--- src/rtl/sweep_pkg.sv ---
// Purpose: shared state encoding, default signature polynomial and counter sizing for the sweep checker.
// Latency: n/a (types, constants and a constant function only).
// Backpressure: n/a.
package sweep_pkg;

    typedef enum logic [1:0] {
        ST_IDLE  = 2'd0,
        ST_DRIVE = 2'd1,
        ST_GAP   = 2'd2,
        ST_DONE  = 2'd3
    } state_t;

    localparam logic [15:0] DEFAULT_POLY = 16'h1021;

    // Width of the shared dwell/gap counter: it must count 0..max(dwell,gap)-1.
    function automatic int cnt_width(input int dwell, input int gap);
        int m;
        m = (dwell > gap) ? dwell : gap;
        return (m <= 2) ? 1 : $clog2(m);
    endfunction

endpackage

--- src/rtl/sweep_misr.sv ---
// Purpose: serial signature register folding one sample bit per enabled cycle.
// Latency: signature reflects a sample one cycle after en is high.
// Backpressure: none; clr has priority over en, reset over both.
// Ports: clk, rst_n (sync, active-low), clr (zero the signature), en (fold din), din (sample bit), sig (signature).
module sweep_misr
    import sweep_pkg::*;
#(
    parameter int               SIG_W = 16,
    parameter logic [SIG_W-1:0] POLY  = SIG_W'(DEFAULT_POLY)
) (
    input  logic             clk,
    input  logic             rst_n,
    input  logic             clr,
    input  logic             en,
    input  logic             din,
    output logic [SIG_W-1:0] sig
);

    logic [SIG_W-1:0] r_sig;
    logic [SIG_W-1:0] w_fb;

    assign w_fb = r_sig[SIG_W-1] ? POLY : '0;

    always_ff @(posedge clk) begin
        if (!rst_n) begin
            r_sig <= '0;
        end else if (clr) begin
            r_sig <= '0;
        end else if (en) begin
            r_sig <= {r_sig[SIG_W-2:0], 1'b0} ^ w_fb ^ {{(SIG_W-1){1'b0}}, din};
        end
    end

    assign sig = r_sig;

endmodule

--- config.mk ---
export PLATFORM = sky130hd
export DESIGN_NAME = sweep_misr
export DESIGN_NICKNAME = d
export VERILOG_FILES = /design/src/rtl/sweep_pkg.sv /design/src/rtl/sweep_misr.sv
export SDC_FILE = /design/constraint.sdc
export NUM_CORES = 1
export LEC_CHECK = 0
export CAP_MARGIN = 10
export CORE_MARGIN = 2
export CORE_UTILIZATION = 45
export DETAILED_ROUTE_END_ITERATION = 8
export PLACE_DENSITY = 0.9
export SETUP_SLACK_MARGIN = 0.5
export SKIP_LAST_GASP = 1
export SYNTH_ARGS = -nofsm -noshare
export SYNTH_HDL_FRONTEND = slang
export SYNTH_SLANG_ARGS = --single-unit
export TNS_END_PERCENT = 5
--- constraint.sdc ---
create_clock -name clk -period 2 [get_ports clk]
set_input_delay 0.5 -clock clk [delete_from_list [all_inputs] [get_ports clk]]
set_output_delay 0.5 -clock clk [all_outputs]
set_load 0.02 [all_outputs]
Yosys cells after proc, flatten, opt, wreduce, memory -nomap -nowiden
Cells that the tools add are included.
{"block": "totals", "register_bits": 16, "input_bits": 5, "output_inout_bits": 16}
{"block": "op_classes", "muxes": 1, "bitwise_logic": 3, "n_reduce_logical": 1}
{"op": "XOR 16 x 1 -> 16 bit", "count": 1}
{"op": "XOR 16 x 13 -> 16 bit", "count": 1}
{"op": "two-way mux 13 bit", "count": 1}
{"op": "OR reduction 2 bit", "count": 1}
{"op": "inverter 1 bit", "count": 1}

Logic depth before layout (Yosys ltp)
Gate-level depths: netlist of run 1.
{"block": "depth", "depth_word": 3, "mapped_depth": 4}

Worst setup path after synthesis of run 1
Ideal clock, no wire load.
{"block": "synth_timing", "kind": "input port to flip-flop", "from": "in en", "to": "reg r_sig[2] (netlist: sig[2])", "arrival_time_ns": 0.978, "path_slack_ns": 0.908, "t_required_ns": 1.886, "cell_stages": 4, "path_cell_list": "buf_6 -> buf_12 -> mux2i_1 -> nor2_1"}
{"item": "start: declaration", "line_no": "sweep_misr.sv:14", "source": "input logic en,"}
{"item": "end signal: assignment", "line_no": "sweep_misr.sv:30", "source": "r_sig <= {r_sig[SIG_W-2:0], 1'b0} ^ w_fb ^ {{(SIG_W-1){1'b0}}, din};"}
{"item": "end: declaration", "line_no": "sweep_misr.sv:19", "source": "logic [SIG_W-1:0] r_sig;"}

Worst setup path after layout of run 1
{"block": "layout_timing", "from": "reg r_sig[7] (netlist: sig[7])", "to": "out sig[7]"}
{"item": "end: declaration", "line_no": "sweep_misr.sv:16", "source": "output logic [SIG_W-1:0] sig"}
No word-level cell between the ends.

==> reports/qor.yml, run 1 <==
die_w_microns: 41.4
wirelength_mm: 1.05
critical_path_arrival_ns: 1.27
dpl_worst_slack_ns: 0.403
period_needed_ns: 1.77
ctsHoldBuffers: 0
slew_violations: 0
endpoint_kind: "primary output"
tns_ns: 0
clk-insertion-delay-late_ns: 0.28
syn_area_sq_um: 628
r2r_slack_ns: 1.13
cp_max_fo: 3
cp_num_buf_inv: 1
peakVddDrop_mv: 0.397
finalWorstSetupSlack_ns: 0.232
first_iter_violations: 3
worstMarginPinSlew_ns: 0.247
clk_path_buf_depth: 2
fillers: 115
final_cell_mix: "nor2_1, clkdlybuf4s50_1, dfxtp_1, mux2i_1"
largest_reg_flops: 16
grt_pass1_wl_mm: 1.64
synth_top_cell_area_share: 0.510
antennaDiodeCount: 0
critPathLaunch: "sig[7]"
grt_overflow: 0
die_area_sq_um: 1710
cts_tree: "done"
power_uw: 537
slowest_delay_ns: 0.61
status: "finished clean"
hold_violations: 0
min_path_type: "flip-flop to flip-flop"
yosysTopAreaCell: "dfxtp_1"
p_per_area_nw_per_um2: 633
maxSlewHeadroom: 0.835
synth_cell_type_count: 9
drv_cap: 0
track_usage: 0.151
synth_cells: 56
finalInstanceArea_sq_um: 848
placed_cell_area_sq_um: 827
crit_type: "flip-flop to primary output"
routedWlPerCell_microns: 11.4
port_buffers: 20
ant_nets: 0
place_congestion: 0.604
layout.nets: 84
cts_sinks: 16
r2r_start: "sig[15]"
min_from: "sig[13]"
synth_nets: 61
setup-violations-final: 0
cpLargestDelayFamily: "buffers and inverters"
grt_max_degree: 20
cts_root_buf: "clkbuf_4"
p_leak_nw: 0.357
area_growth_pct: 35.1
h-tree-depth: 1
rsz0062_at_grt: "yes"
period_share: 0.884
finClkSkew_ns: 0.00167
rows: 13
first_pass_iters: 3
drc_errors: 0
yosys-top-cells-area: "dfxtp_1, mux2i_1, nor2_1, a211oi_2, xnor2_1"
worst_ep_required_time_ns: 1.50
start_util: 0.483
viasPerCell: 4.85
ios: 21
cp-start-kind: "flip-flop"
vias: 446
cts_buffers: 3
ys_seq_area_frac: 0.510
coreArea_sq_um: 1300
die_h_microns: 41.4
ys_warn_count: 0
drive_gt1_frac: 0.104
clk_pin_slew_ns: 0.09
crit_slowest_cell: "clkdlybuf4s50_1"
fmax_ghz: 0.565
post_cts_buffers: 0
postSynthAreaPerCell_sq_um: 11.2
hpwl_microns: 730
path_cells: "clkdlybuf4s50_1"
yosys_register_bits: 16
antenna_found_initial: 0
grt_pass1_vias: 394
## cells in the mapped netlist, drive strengths merged
master,instances
nor2,16
nand2b,1
buf,4
mux2i,13
a211oi,3
dfxtp,16
xnor2,3
## logic make-up after synthesis
kind of cell / Yosys count / synth area share
AO/OA/AOI/OAI: 3 / 0.0598
flip-flops: 16 / 0.510
buffers and inverters: 4 / 0.0757
AND/OR/NAND/NOR: 17 / 0.106
multiplexers: 13 / 0.207
XOR/XNOR: 3 / 0.0418
## routing by layer
layer	up-vias	global-route usage	routed length (microns)
met4	0	0.0968	19
met2	13	0.215	478
met3	4	0.0372	53
li1	226	-	-
met1	203	0.201	500
met5	-	0	0
## area by class of cell
| class | count | area, sq um | area share |
|---|---|---|---|
| well taps | 15 | 18.8 | 0.0221 |
| multi-input cells | 36 | 260 | 0.307 |
| repair buffers | 22 | 226 | 0.267 |
| flip-flops and latches | 16 | 320 | 0.378 |
| clock buffers | 3 | 22.5 | 0.0265 |
## report_power, final
group	leakage [nW]	total, mW	switching [mW]	internal, mW
clock	0.0138	0.166	0.0964	0.0699
combinational	0.214	0.0478	0.0224	0.0254
sequential	0.129	0.323	0.00206	0.321
## stage by stage
step,std cells,utilization,hold slack (ns)
after floorplan,56,-,0.592
after global placement,89,0.636,0.502
after detailed placement,89,0.636,0.515
after CTS,92,0.650,0.537
after global routing,92,0.652,0.560
final,92,0.652,0.531
## final timing paths
kind / cells past startpoint / endpoint
setup / recovery: 1 / sig[7]
hold / removal: 2 / sig[13]
setup reg to reg: 2 / sig[5]
hold reg to reg: 2 / sig[13]
## repair_timing
item | 4_1_cts | 5_1_grt
pin swaps | 0 | 0
gates resized for setup | 3 | 1
endpoints found under the setup margin | 16 | 16
endpoints found under the hold margin | 0 | 0
(Power assumes the default switching activity.)
==> run 2: changes to the inputs <==
--- a/config.mk
+++ b/config.mk
@@ -5,11 +5,12 @@
 export SDC_FILE = /design/constraint.sdc
 export NUM_CORES = 1
 export LEC_CHECK = 0
+export ABC_CLOCK_PERIOD_IN_PS = 2000
 export CAP_MARGIN = 10
 export CORE_MARGIN = 2
-export CORE_UTILIZATION = 45
+export CORE_UTILIZATION = 32
 export DETAILED_ROUTE_END_ITERATION = 8
-export PLACE_DENSITY = 0.9
+export PLACE_DENSITY = 0.7
 export SETUP_SLACK_MARGIN = 0.5
 export SKIP_LAST_GASP = 1
 export SYNTH_ARGS = -nofsm -noshare
==> reports/qor.yml, run 2 (synthesis gave the netlist of run 1 again) <==
antenna_found_initial: 0  # unchanged
h-tree-depth: 1  # unchanged
cts_sinks: 16  # unchanged
die_h_microns: 48.3  # +17%
rows: 16  # +3
cp-start-kind: "flip-flop"
peakVddDrop_mv: 0.281  # -29%
tns_ns: 0  # unchanged
r2r_start: "sig[15]"
largest_reg_flops: 16  # unchanged
rsz0062_at_grt: "yes"
ios: 21  # unchanged
status: "finished clean"
layout.nets: 84  # unchanged
setup-violations-final: 0  # unchanged
first_iter_violations: 6  # +3
port_buffers: 20  # unchanged
vias: 444  # -0.45%
maxSlewHeadroom: 0.853  # +0.0171
drive_gt1_frac: 0.104  # unchanged
first_pass_iters: 3  # unchanged
grt_overflow: 0  # unchanged
final_cell_mix: "nor2_1, dfxtp_1, clkdlybuf4s50_1, mux2i_1, dlygate4sd2_1"
reg2reg_depth: 2  # unchanged
endpoint_kind: "primary output"
finalWorstSetupSlack_ns: 0.241  # +0.00950 ns
cts_root_buf: "clkbuf_4"
hold_path_depth: 2  # unchanged
cts_buffers: 3  # unchanged
drc_errors: 0  # unchanged
crit_type: "flip-flop to primary output"
routedWlPerCell_microns: 9.82  # -14%
grt_pass1_vias: 401  # +1.8%
crit_slowest_cell: "clkdlybuf4s50_1"
fillers: 190  # +65%
ant_nets: 0  # unchanged
hpwl_microns: 701  # -4.1%
area_growth_pct: 37.1
fmax_ghz: 0.569  # +0.54%
antennaDiodeCount: 0  # unchanged
p_leak_nw: 0.366  # +2.6%
worst_ep_required_time_ns: 1.50  # about the same
slowest_delay_ns: 0.61  # about the same
p_per_area_nw_per_um2: 621  # -1.9%
finClkSkew_ns: 0.00309  # +0.00142 ns
place_congestion: 0.668  # +11%
grt_pass1_wl_mm: 1.73  # +5.1%
track_usage: 0.0949  # -0.0558
period_needed_ns: 1.76  # -0.00951 ns
die_area_sq_um: 2330  # +36%
start_util: 0.330  # -0.152
min_to: "sig[1]"
clk_pin_slew_ns: 0.09  # about the same
min_from: "sig[0]"
worstMarginPinSlew_ns: 0.221  # -0.0256 ns
grt_max_degree: 20  # unchanged
path_cells: "clkdlybuf4s50_1"
ctsHoldBuffers: 0  # unchanged
post_cts_buffers: 0  # unchanged
clk_path_buf_depth: 2  # unchanged
r2r_slack_ns: 1.16  # +0.03 ns
hold_violations: 0  # unchanged
cts_tree: "done"
cp_num_buf_inv: 1  # unchanged
wirelength_mm: 1.02  # -2.9%
min_path_type: "flip-flop to flip-flop"
slew_violations: 0  # unchanged
dpl_worst_slack_ns: 0.420  # +0.0169 ns
coreArea_sq_um: 1900  # +46%
die_w_microns: 48.3  # +17%
period_share: 0.879  # -0.00475
clk-insertion-delay-late_ns: 0.28  # about the same
viasPerCell: 4.27  # -12%
cp_max_fo: 3  # unchanged
hold_slack_ns: 0.529  # -0.00206 ns
drv_cap: 0  # unchanged
cpLargestDelayFamily: "buffers and inverters"
r2r-end: "sig[0]"
critical_path_arrival_ns: 1.26  # about the same
[run 2: power by group]
group | leakage, nW | total, mW | internal (mW) | switching (mW)
clock network | 0.0138 | 0.165 | 0.0698 | 0.0949
logic | 0.223 | 0.0470 | 0.0249 | 0.0221
registers | 0.129 | 0.323 | 0.321 | 0.00197
total | 0.366 | 0.535 | 0.416 | 0.119
[run 2: stage by stage]
step	cells	instance area (sq um)	power, mW	utilization
after floorplan	56	628	0.366	-
after global placement	101	842	0.378	0.443
after detailed placement	101	842	0.378	0.443
after CTS	104	858	0.540	0.451
after global routing	104	861	0.554	0.453
final	104	861	0.535	0.453
[run 2: worst max-delay path by stage]
stage | start | end | slack [ns] | depth (start not counted)
6_report | sig[12] | sig[12] | 0.24 | 1
5_1_grt | sig[7] | sig[7] | 0.19 | 1
4_1_cts | sig[8] | sig[8] | 0.23 | 1
3_5_place_dp | en | sig[10] | 0.42 | 4
3_3_place_gp | sig[15] | sig[15] | 0.43 | 1
2_1_floorplan | en | sig[2] | 0.91 | 4
[run 2: final cells by class]
type / count / area (sq um) / share of cell area
repair buffers: 22 / 224 / 0.260
well taps: 27 / 33.8 / 0.0392
flip-flops and latches: 16 / 320 / 0.372
clock buffers: 3 / 22.5 / 0.0262
multi-input cells: 36 / 260 / 0.302
[run 2: routing by layer]
| metal | GRT usage | up-vias | share of wire |
|---|---|---|---|
| met5 | 0 | - | 0 |
| met4 | 0.0714 | 0 | 0.031 |
| met3 | 0.0216 | 4 | 0.058 |
| met2 | 0.132 | 15 | 0.42 |
| met1 | 0.127 | 199 | 0.49 |
| li1 | - | 226 | - |
[run 2: what timing repair did]
| item | 4_1_cts | 5_1_grt |
|---|---|---|
| endpoints found under the hold margin | 0 | 0 |
| pin swaps | 0 | 0 |
| endpoints found under the setup margin | 16 | 16 |
| resized for setup | 5 | 1 |
